## config.mk

```make
export PLATFORM = sky130hd
export DESIGN_NAME = imm_gen
export DESIGN_NICKNAME = d
export VERILOG_FILES = /design/src/rtl/imm_gen.sv
export SDC_FILE = /design/constraint.sdc
export NUM_CORES = 1
export LEC_CHECK = 0
export BUFFER_PORTS_ARGS = -buffer_cell sky130_fd_sc_hd__buf_2
export CORE_MARGIN = 2
export CORE_UTILIZATION = 46
export CTS_BUF_LIST = sky130_fd_sc_hd__clkbuf_4 sky130_fd_sc_hd__clkbuf_8 sky130_fd_sc_hd__clkbuf_16
export CTS_CLUSTER_DIAMETER = 40
export DETAILED_ROUTE_END_ITERATION = 6
export GPL_TIMING_DRIVEN = 0
export PLACE_DENSITY = 0.89
export SYNTH_ARGS = -nofsm -noshare
export SYNTH_HDL_FRONTEND = slang
export SYNTH_SLANG_ARGS = --single-unit
export TNS_END_PERCENT = 30
```

## constraint.sdc

```tcl
create_clock -name clk -period 2 [get_ports clk]
set_clock_uncertainty 0.2 [all_clocks]
set_input_delay 0.2 -clock clk [delete_from_list [all_inputs] [get_ports clk]]
set_output_delay 0.2 -clock clk [all_outputs]
set_load 0.1 [all_outputs]
```

## src/rtl/imm_gen.sv

```systemverilog
// RV32I decode-stage immediate generator: picks the I/S/B/U/J immediate from an
// instruction word and registers it, with its format code, across the ID/EX boundary.
module imm_gen (
  input  logic        clk,
  input  logic        rst_n,
  input  logic        en,
  input  logic [31:0] instr,
  output logic [31:0] immOut,
  output logic [2:0]  immType
);

  typedef enum logic [2:0] {
    FMT_NONE = 3'd0,
    FMT_I    = 3'd1,
    FMT_S    = 3'd2,
    FMT_B    = 3'd3,
    FMT_U    = 3'd4,
    FMT_J    = 3'd5
  } fmt_t;

  localparam logic [6:0] OP_IMM    = 7'b0010011;
  localparam logic [6:0] OP_LOAD   = 7'b0000011;
  localparam logic [6:0] OP_JALR   = 7'b1100111;
  localparam logic [6:0] OP_STORE  = 7'b0100011;
  localparam logic [6:0] OP_BRANCH = 7'b1100011;
  localparam logic [6:0] OP_LUI    = 7'b0110111;
  localparam logic [6:0] OP_AUIPC  = 7'b0010111;
  localparam logic [6:0] OP_JAL    = 7'b1101111;

  fmt_t        fmt;
  logic [31:0] imm_next;

  // Only the opcode selects the format; funct3/funct7 never matter here.
  always_comb begin
    fmt = FMT_NONE;
    case (instr[6:0])
      OP_IMM, OP_LOAD, OP_JALR: fmt = FMT_I;
      OP_STORE:                 fmt = FMT_S;
      OP_BRANCH:                fmt = FMT_B;
      OP_LUI, OP_AUIPC:         fmt = FMT_U;
      OP_JAL:                   fmt = FMT_J;
      default:                  fmt = FMT_NONE;
    endcase
  end

  // Shift-immediates take the plain I path, so funct7 lands in imm[11:5].
  always_comb begin
    imm_next = 32'd0;
    case (fmt)
      FMT_I:   imm_next = {{20{instr[31]}}, instr[31:20]};
      FMT_S:   imm_next = {{20{instr[31]}}, instr[31:25], instr[11:7]};
      FMT_B:   imm_next = {{19{instr[31]}}, instr[31], instr[7], instr[30:25],
                           instr[11:8], 1'b0};
      FMT_U:   imm_next = {instr[31:12], 12'd0};
      FMT_J:   imm_next = {{11{instr[31]}}, instr[31], instr[19:12], instr[20],
                           instr[30:21], 1'b0};
      default: imm_next = 32'd0;
    endcase
  end

  // en=1 advances the stage; en=0 stalls and holds both outputs. Reset wins over en.
  always_ff @(posedge clk) begin
    if (!rst_n) begin
      immOut  <= 32'd0;
      immType <= FMT_NONE;
    end else if (en) begin
      immOut  <= imm_next;
      immType <= fmt;
    end
  end

endmodule

```

==> impl_metrics.py, run 1 <==
metrics = {
    "clock_network": {
        "clk_latency_ns": 0.32,
        "clk_pin_slew_ns": 0.10,
        "root_buffer": "clkbuf_4",
        "clkSinkCount": 35,
        "cts_resized": 0,
        "cts_tree": "yes",
        "cts_hold_buf": 26,
        "cts_setup_buffers": 0,
        "cts_htree_levels": 2,
        "cts_made_buffers": 5,
        "cts_max_path_buffers": 2,
    },
    "power_and_ir_drop": {
        "totalPowerFinal_uw": 1250,
        "p_leak_uw": 0.00103,
        "power.density_nw_per_um2": 548,
        "ir_drop_uv": 343,
    },
    "setup_path": {
        "critPathRequiredTime_ns": 2.05,
        "crit_chain": "dlygate4sd3_1 -> buf_2 -> nor2b_1 -> clkbuf_1 -> nand2_1 -> o21ai_2",
        "path_class": "input pin to flip-flop",
        "cp_max_fo": 10,
        "crit_arrival_ns": 1.84,
        "cp-end-kind": "flip-flop",
        "cp-start-kind": "input pin",
        "critical-path-max-stage-delay_ns": 0.52,
        "cpMaxStageDelayCell": "dlygate4sd3_1",
    },
    "placement": {
        "dpl.hpwl_microns": 2890,
        "place_area_sq_um": 1960,
        "port-buffer-count": 67,
        "place.gp.congestion": 0.883,
    },
    "floorplan": {
        "ioPinCount": 70,
        "die_h_microns": 62.4,
        "num_rows": 21,
        "die_w_microns": 62.4,
        "initial_utilization_pct": 47.4,
        "die-area_sq_um": 3890,
        "core_area_sq_um": 3310,
    },
    "yosys": {
        "avgSynthCellArea_sq_um": 9.33,
        "synth_area_sq_um": 1570,
        "synthDistinctLibCells": 38,
        "synth_nets": 203,
        "ys_ff_latch": 35,
        "synthCells": 168,
        "synth_seq_area_share_pct": 44.7,
        "ys_warn_count": 0,
    },
    "sta": {
        "setup_viol": 0,
        "relSlewSlack_pct": 66.9,
        "tightest_slew_ns": 0.496,
        "fmax_mhz": 559,
        "post-route-period-util_pct": 89.4,
        "timing.hold.ws_ns": 0.0450,
        "finalHoldViolations": 0,
        "rsz0062_at_grt": "false",
        "drv_slew": 0,
        "fin_setup_tns_ns": 0,
        "post-route-min-period_ns": 1.79,
    },
    "global_routing": {
        "grt_pass1_vias": 1602,
        "grt_max_degree": 12,
        "grt_pass1_wl_microns": 7250,
        "gr-total-overflow": 0,
        "antenna_found_initial": 0,
        "grt_usage_pct": 23.7,
    },
    "finish": {
        "final_nets": 303,
        "fillers": 296,
        "area_growth_pct": 45.3,
        "drive_gt1_share_pct": 41.6,
        "design_area_sq_um": 2280,
        "diodes": 0,
    },
    "route": {
        "avgViaCountPerCell": 5.11,
        "wirelength_microns": 4200,
        "wl_per_cell_microns": 13.3,
        "drcViolationCount": 0,
        "antenna_left": 0,
        "first_pass_iters": 4,
        "vias": 1611,
        "first_iter_violations": 56,
    },
    "worst_hold_path": {
        "hp-class": "input pin to flip-flop",
    },
    "run": {
        "maxCapViolations": 0,
    },
    "run_status": {
        "status": "finished, final reports clean",
    },
}
==> Yosys cell counts <==
cell | count | area share, %
nand3b_4 | 1 | 1.3
a21oi_1 | 20 | 6.4
a31oi_1 | 2 | 0.80
mux2i_1 | 2 | 1.3
and2_1 | 2 | 0.80
or2b_1 | 1 | 0.48
buf_6 | 2 | 1.4
nand3_1 | 2 | 0.64
o21ai_2 | 20 | 11
clkbuf_1 | 3 | 0.72
o211a_1 | 3 | 1.9
a21boi_0 | 1 | 0.48
o2111ai_2 | 1 | 0.96
nand2_2 | 1 | 0.40
nand3_4 | 1 | 1.1
nand2b_1 | 1 | 0.40
a21oi_2 | 1 | 0.56
a21boi_2 | 1 | 0.72
and3b_2 | 1 | 0.64
nor3_2 | 1 | 0.64
and4_1 | 1 | 0.56
nor2_1 | 1 | 0.24
and3_1 | 2 | 0.80
dfxtp_1 | 35 | 45
o211ai_1 | 1 | 0.48
a22o_1 | 6 | 3.4
a32oi_1 | 1 | 0.56
inv_1 | 2 | 0.48
nand2_1 | 28 | 6.7
nor2b_1 | 3 | 1.2
nor3b_1 | 1 | 0.48
o21ai_1 | 1 | 0.32
buf_2 | 6 | 1.9
a21boi_1 | 1 | 0.48
a22oi_1 | 4 | 1.9
o21ai_0 | 5 | 1.6
and2b_4 | 1 | 0.64
nand4_1 | 2 | 0.80
==> power by group <==
| group | leakage, uW | total, uW | switching [uW] | internal (uW) |
|---|---|---|---|---|
| Sequential | 0.000282 | 701 | 1.55 | 700 |
| Clock | 0.0000317 | 375 | 226 | 149 |
| Combinational | 0.000718 | 172 | 91.6 | 80.1 |
| Total | 0.00103 | 1250 | 319 | 929 |
==> cell families (layout without fill, tap and decap cells) <==
family	after synthesis	count (layout)	share of synthesized area (%)
AOI/OAI and AO/OA	68	68	31.7
and+or+nand+nor	50	50	17.8
DFF	35	35	44.7
buffers and inverters	13	114	4.55
muxes	2	2	1.28
==> layout by cell type (no fill, tap or decap), drive strengths merged, types with 2 or more instances in the layout <==
| cell | instances |
|---|---|
| inv | 2 |
| and2 | 2 |
| dlygate4sd3 | 26 |
| o21ai | 26 |
| a21boi | 3 |
| o211a | 3 |
| buf | 75 |
| a22oi | 4 |
| nor2b | 3 |
| clkbuf | 9 |
| nand2 | 29 |
| nand3 | 3 |
| nand4 | 2 |
| a22o | 6 |
| and3 | 2 |
| a21oi | 21 |
| a31oi | 2 |
| mux2i | 2 |
| dfxtp | 35 |
==> area by class of cell <==
| cell class | count | area (sq um) | share of cell area (%) |
|---|---|---|---|
| buffer | 11 | 63.8 | 2.80 |
| clock buffer | 6 | 45.0 | 1.98 |
| clock inverter | 2 | 12.5 | 0.549 |
| inverter | 2 | 7.51 | 0.329 |
| multi-input combinational | 120 | 796 | 34.9 |
| sequential | 35 | 701 | 30.8 |
| tap | 46 | 57.6 | 2.53 |
| timing repair buffer | 93 | 596 | 26.1 |
==> critical path: cells and delay by family <==
family,cells,cell delay [ns]
AO/OA/AOI/OAI,1,0.08
AND/OR/NAND/NOR,2,0.43
buffers and inverters,3,1.14
==> through the flow <==
step	instances	util, %	setup slack [ns]
2_1_floorplan	168	-	0.520
3_3_place_gp	281	59.2	0.234
3_5_place_dp	281	59.2	0.161
4_1_cts	315	68.8	0.237
5_1_grt	315	68.8	0.0884
6_report	315	68.8	0.212
==> path summary, 6_finish.rpt <==
path         startpoint    endpoint  slack (ns)  cells past startpoint
min reg2reg  immOut[14]  immOut[14]        0.26                      2
max reg2reg   immOut[8]   immOut[8]        1.17                      1
min                  en  immOut[31]        0.05                      3
max               rst_n  immOut[19]        0.21                      6
==> flip-flops by register name, indices dropped and copies added, names as in the netlist <==
signal / count
immType: 3
immOut: 32
==> metal layers <==
metal	wire length, microns	track usage (%)	up-vias
met2	2170	43.3	60
li1	-	-	811
met5	0	0	-
met3	225	5.95	6
met4	44	7.22	0
met1	1760	27.1	734
Power figures use the tool's default switching activity.
==> inputs of run 2 (changes only) <==
==> constraint.sdc (replaced) <==
create_clock -name clk -period 1.8 [get_ports clk]
set_clock_uncertainty 0.2 [all_clocks]
set_input_delay 0.18 -clock clk [delete_from_list [all_inputs] [get_ports clk]]
set_output_delay 0.18 -clock clk [all_outputs]
set_load 0.1 [all_outputs]
==> impl_metrics.py, run 2 (synthesis results as in run 1) <==
metrics = {
    "setup_path": {
        "critical-path-max-stage-delay_ns": 0.52,
        "cp-start-kind": "input pin",
        "crit_chain": "dlygate4sd3_1 -> buf_2 -> nor2b_1 -> clkbuf_1 -> nand2_1 -> o21ai_2",
        "cp_max_fo": 10,
        "crit_arrival_ns": 1.78,
        "critPathRequiredTime_ns": 1.86,
        "cpMaxStageDelayCell": "dlygate4sd3_1",
        "cp-end-kind": "flip-flop",
        "path_class": "input pin to flip-flop",
    },
    "global_routing": {
        "grt_usage_pct": 23.7,
        "gr-total-overflow": 0,
        "busiest_layer": "met2",
        "grtUsageMet2_pct": 43.3,
        "grtUsageMet1_pct": 27.1,
        "grt_max_degree": 12,
        "antenna_found_initial": 0,
        "met3_usage_pct": 5.95,
        "grt_pass1_vias": 1602,
        "grt_pass1_wl_microns": 7250,
    },
    "clock_network": {
        "cts_max_path_buffers": 2,
        "cts_htree_levels": 2,
        "clk_latency_ns": 0.33,
        "cts_tree": "yes",
        "cts_made_buffers": 5,
        "clkSinkCount": 35,
        "root_buffer": "clkbuf_4",
        "cts_setup_buffers": 0,
        "clk_pin_slew_ns": 0.10,
    },
    "run_status": {
        "status": "finished, final reports clean",
    },
    "placement": {
        "port-buffer-count": 67,
        "place.gp.congestion": 0.883,
        "dpl.hpwl_microns": 2890,
        "place_ws_ns": -0.0187,
    },
    "finish": {
        "area_growth_pct": 45.4,
        "layout_commonest_cell": "buf_2",
        "regMostFlops": "immOut",
        "drive_gt1_share_pct": 42.0,
        "fillers": 295,
        "final_cell_mix": "73 x buf_2, 35 x dfxtp_1, 28 x nand2_1",
        "final_nets": 303,
        "largest_reg_flops": 32,
        "reg_top3": "immOut: 32 flops, immType: 3 flops",
        "diodes": 0,
    },
    "worst_hold_path": {
        "hp-class": "input pin to flip-flop",
    },
    "sta": {
        "rsz0062_at_grt": "false",
        "timing.hold.ws_ns": 0.0230,
        "post-route-min-period_ns": 1.72,
        "worst_slack_ns": 0.0772,
        "drv_slew": 0,
        "setup_viol": 0,
        "tightest_slew_ns": 0.500,
        "fmax_mhz": 580,
        "fin_setup_tns_ns": 0,
        "post-route-period-util_pct": 95.7,
        "finalHoldViolations": 0,
        "relSlewSlack_pct": 66.9,
    },
    "run": {
        "maxCapViolations": 0,
    },
    "floorplan": {
        "core_area_sq_um": 3310,
        "initial_utilization_pct": 47.4,
        "die_w_microns": 62.4,
        "die-area_sq_um": 3890,
        "die_h_microns": 62.4,
        "num_rows": 21,
        "ioPinCount": 70,
    },
    "route": {
        "wl_per_cell_microns": 13.3,
        "avgViaCountPerCell": 5.11,
        "drcViolationCount": 0,
        "antenna_left": 0,
        "vias": 1609,
        "first_pass_iters": 4,
        "first_iter_violations": 56,
        "wirelength_microns": 4200,
    },
    "power_and_ir_drop": {
        "p_leak_uw": 0.00103,
        "power.density_nw_per_um2": 609,
        "ir_drop_uv": 382,
    },
}
[run 2: cell count changes in the layout (fill, tap and decap cells not counted)]
cell and delta:
clkbuf_1 -1, clkbuf_2 +1
[run 2: layer usage]
| metal | wire length (microns) | vias up |
|---|---|---|
| li1 | - | 811 |
| met1 | 1770 | 733 |
| met2 | 2170 | 57 |
| met3 | 212 | 8 |
| met4 | 51 | 0 |
| met5 | 0 | - |
[run 2: metrics by stage]
stage | std cells | total power, uW | util, % | instance area (sq um)
2_1_floorplan | 168 | 880 | - | 1570
3_3_place_gp | 281 | 940 | 59.2 | 1960
3_5_place_dp | 281 | 942 | 59.2 | 1960
4_1_cts | 315 | 1400 | 68.8 | 2280
5_1_grt | 315 | 1460 | 68.9 | 2280
6_report | 315 | 1390 | 68.9 | 2280
[run 2: cell type report]
class	instances	area [sq um]	area share [%]
clock buffer	6	45.0	1.98
timing repair buffer	93	596	26.1
tap	46	57.6	2.52
inverter	2	7.51	0.329
buffer	11	65.1	2.85
clock inverter	2	12.5	0.549
sequential	35	701	30.7
multi-input combinational	120	796	34.9
[run 2: repair_timing]
action,CTS,global route
gates resized for setup,0,2
hold buffers,26,0
hold endpoints to repair,34,0
endpoints found under the setup margin,0,10
[run 2: worst paths after layout]
kind              startpoint         end  slack [ns]  cells past startpoint
hold / removal            en  immOut[31]        0.02                      3
setup reg to reg   immOut[8]   immOut[8]        0.97                      1
hold reg to reg   immOut[14]  immOut[14]        0.26                      2
setup / recovery       rst_n  immOut[29]        0.08                      6
[run 2: report_power, final]
| part | switching (uW) | internal, uW |
|---|---|---|
| Combinational | 102 | 89.2 |
| Sequential | 1.72 | 777 |
| Clock | 253 | 166 |
| Total | 357 | 1030 |
[run 2: worst max-delay path: cells and delay by family]
kind                   cells  cell delay, ns
buffers and inverters      3            1.12
AOI/OAI and AO/OA          1            0.07
and+or+nand+nor            2            0.41
==> inputs of run 3 (changes only) <==
==> config.mk (replaced) <==
export PLATFORM = sky130hd
export DESIGN_NAME = imm_gen
export DESIGN_NICKNAME = d
export VERILOG_FILES = /design/src/rtl/imm_gen.sv
export SDC_FILE = /design/constraint.sdc
export NUM_CORES = 1
export LEC_CHECK = 0
export BUFFER_PORTS_ARGS = -buffer_cell sky130_fd_sc_hd__buf_2
export CORE_MARGIN = 4
export CORE_UTILIZATION = 48
export CTS_BUF_LIST = sky130_fd_sc_hd__clkbuf_8
export CTS_CLUSTER_DIAMETER = 40
export DETAILED_ROUTE_END_ITERATION = 6
export GPL_TIMING_DRIVEN = 0
export PLACE_DENSITY = 0.92
export SLEW_MARGIN = 20
export SYNTH_ARGS = -nofsm -noshare
export SYNTH_HDL_FRONTEND = slang
export SYNTH_SLANG_ARGS = --single-unit
export TNS_END_PERCENT = 30
==> impl_metrics.py, run 3 (synthesis results as in run 1) <==
metrics = {
    "run_status": {
        "status": "finished, final reports clean",
    },
    "placement": {
        "place_area_sq_um": 1960,
        "port-buffer-count": 67,
        "dpl.hpwl_microns": 3000,
        "dp.cells": 279,
        "place.gp.congestion": 0.834,
    },
    "setup_path": {
        "cp-end-kind": "flip-flop",
        "cp_max_fo": 9,
        "critical-path-max-stage-delay_ns": 0.34,
        "path_class": "input pin to flip-flop",
        "cpMaxStageDelayCell": "a21oi_1",
        "critPathRequiredTime_ns": 1.82,
        "crit_chain": "buf_2 -> and3b_2 -> and3_1 -> buf_2 -> a21oi_1 -> a22oi_1 -> o21ai_2",
        "crit_arrival_ns": 1.49,
        "cp-start-kind": "input pin",
        "crit_top_cell": "buf_2",
    },
    "run": {
        "maxCapViolations": 0,
    },
    "sta": {
        "rsz0062_at_grt": "false",
        "fin_setup_tns_ns": 0,
        "finalHoldViolations": 0,
        "drv_slew": 0,
        "fmax_mhz": 678,
        "tightest_slew_ns": 0.500,
        "post-route-min-period_ns": 1.47,
        "setup_viol": 0,
        "post-route-period-util_pct": 81.9,
        "relSlewSlack_pct": 66.9,
    },
    "floorplan": {
        "initial_utilization_pct": 50.9,
        "num_rows": 20,
        "die_h_microns": 65.2,
        "die-area_sq_um": 4240,
        "core_area_sq_um": 3080,
        "die_w_microns": 65.2,
        "ioPinCount": 70,
    },
    "finish": {
        "regMostFlops": "immOut",
        "reg_top3": "immOut: 32 flops, immType: 3 flops",
        "fillers": 257,
        "fin_cells": 310,
        "drive_gt1_share_pct": 41.4,
        "diodes": 0,
        "design_area_sq_um": 2270,
        "final_nets": 300,
        "area_growth_pct": 44.8,
        "utilization_pct": 73.7,
        "final_cell_mix": "73 x buf_2, 35 x dfxtp_1, 28 x nand2_1",
        "layout_commonest_cell": "buf_2",
        "largest_reg_flops": 32,
    },
    "power_and_ir_drop": {
        "ir_drop_uv": 422,
        "power.density_nw_per_um2": 652,
        "totalPowerFinal_uw": 1480,
        "p_leak_uw": 0.00104,
    },
    "clock_network": {
        "clk_latency_ns": 0.28,
        "cts_htree_levels": 2,
        "cts_made_buffers": 5,
        "root_buffer": "clkbuf_8",
        "clk_pin_slew_ns": 0.07,
        "cts_setup_buffers": 0,
        "cts_tree": "yes",
        "cts_max_path_buffers": 2,
        "clkSinkCount": 35,
    },
    "global_routing": {
        "grt_usage_pct": 20.7,
        "grt_max_degree": 11,
        "antenna_found_initial": 0,
        "grt_pass1_wl_microns": 6820,
        "grt_pass1_vias": 1503,
        "gr-total-overflow": 0,
    },
    "route": {
        "first_iter_violations": 105,
        "avgViaCountPerCell": 5.05,
        "drcViolationCount": 0,
        "vias": 1565,
        "wl_per_cell_microns": 13.7,
        "first_pass_iters": 4,
        "antenna_left": 0,
        "wirelength_microns": 4260,
    },
    "worst_hold_path": {
        "hp-class": "input pin to flip-flop",
    },
}
[run 3: path summary, 6_finish.rpt]
kind	from	endpoint	slack [ns]	depth (start not counted)
hold reg to reg	immOut[24]	immOut[24]	0.25	2
setup reg to reg	immOut[5]	immOut[5]	0.97	1
hold / removal	instr[20]	immOut[20]	0.02	3
setup / recovery	instr[0]	immOut[2]	0.33	7
[run 3: area by class of cell]
| type | instances | area (sq um) | area share (%) |
|---|---|---|---|
| multi-input cells | 120 | 796 | 35.1 |
| flip-flops and latches | 35 | 701 | 30.9 |
| repair buffers | 90 | 566 | 24.9 |
| clock buffers | 5 | 68.8 | 3.03 |
| plain buffers | 11 | 63.8 | 2.81 |
| well taps | 44 | 55.1 | 2.43 |
| clock inverters | 3 | 12.5 | 0.551 |
| inverters | 2 | 7.51 | 0.331 |
[run 3: metal layers]
layer	track usage, %	up-vias	wire length [microns]
met4	6.74	0	49
met5	0	-	0
met2	35.9	64	2130
met1	24.9	696	1790
li1	-	798	-
met3	5.47	7	288
[run 3: power breakdown]
part | leakage (uW) | internal, uW | switching [uW] | total [uW]
logic | 0.000705 | 84.7 | 100 | 185
clock network | 0.0000505 | 260 | 256 | 516
registers | 0.000282 | 778 | 1.65 | 779
[run 3: through the flow]
stage	setup slack [ns]	hold WS (ns)
after floorplan	0.339	0.106
after global placement	0.0811	0.211
after detailed placement	0.0550	0.213
after CTS	0.353	0.00552
after global routing	0.257	0.0257
final	0.325	0.0193
[run 3: critical path, delay by kind of cell]
family	cells	cell delay, ns
compound gates	3	0.62
buf+inv	2	0.27
simple gates	2	0.42
[run 3: what timing repair did]
action / in CTS / in global routing
endpoints found under the hold margin: 29 / 0
resized for setup: 0 / 0
hold buffers: 23 / 0
setup endpoints to repair: 0 / 0
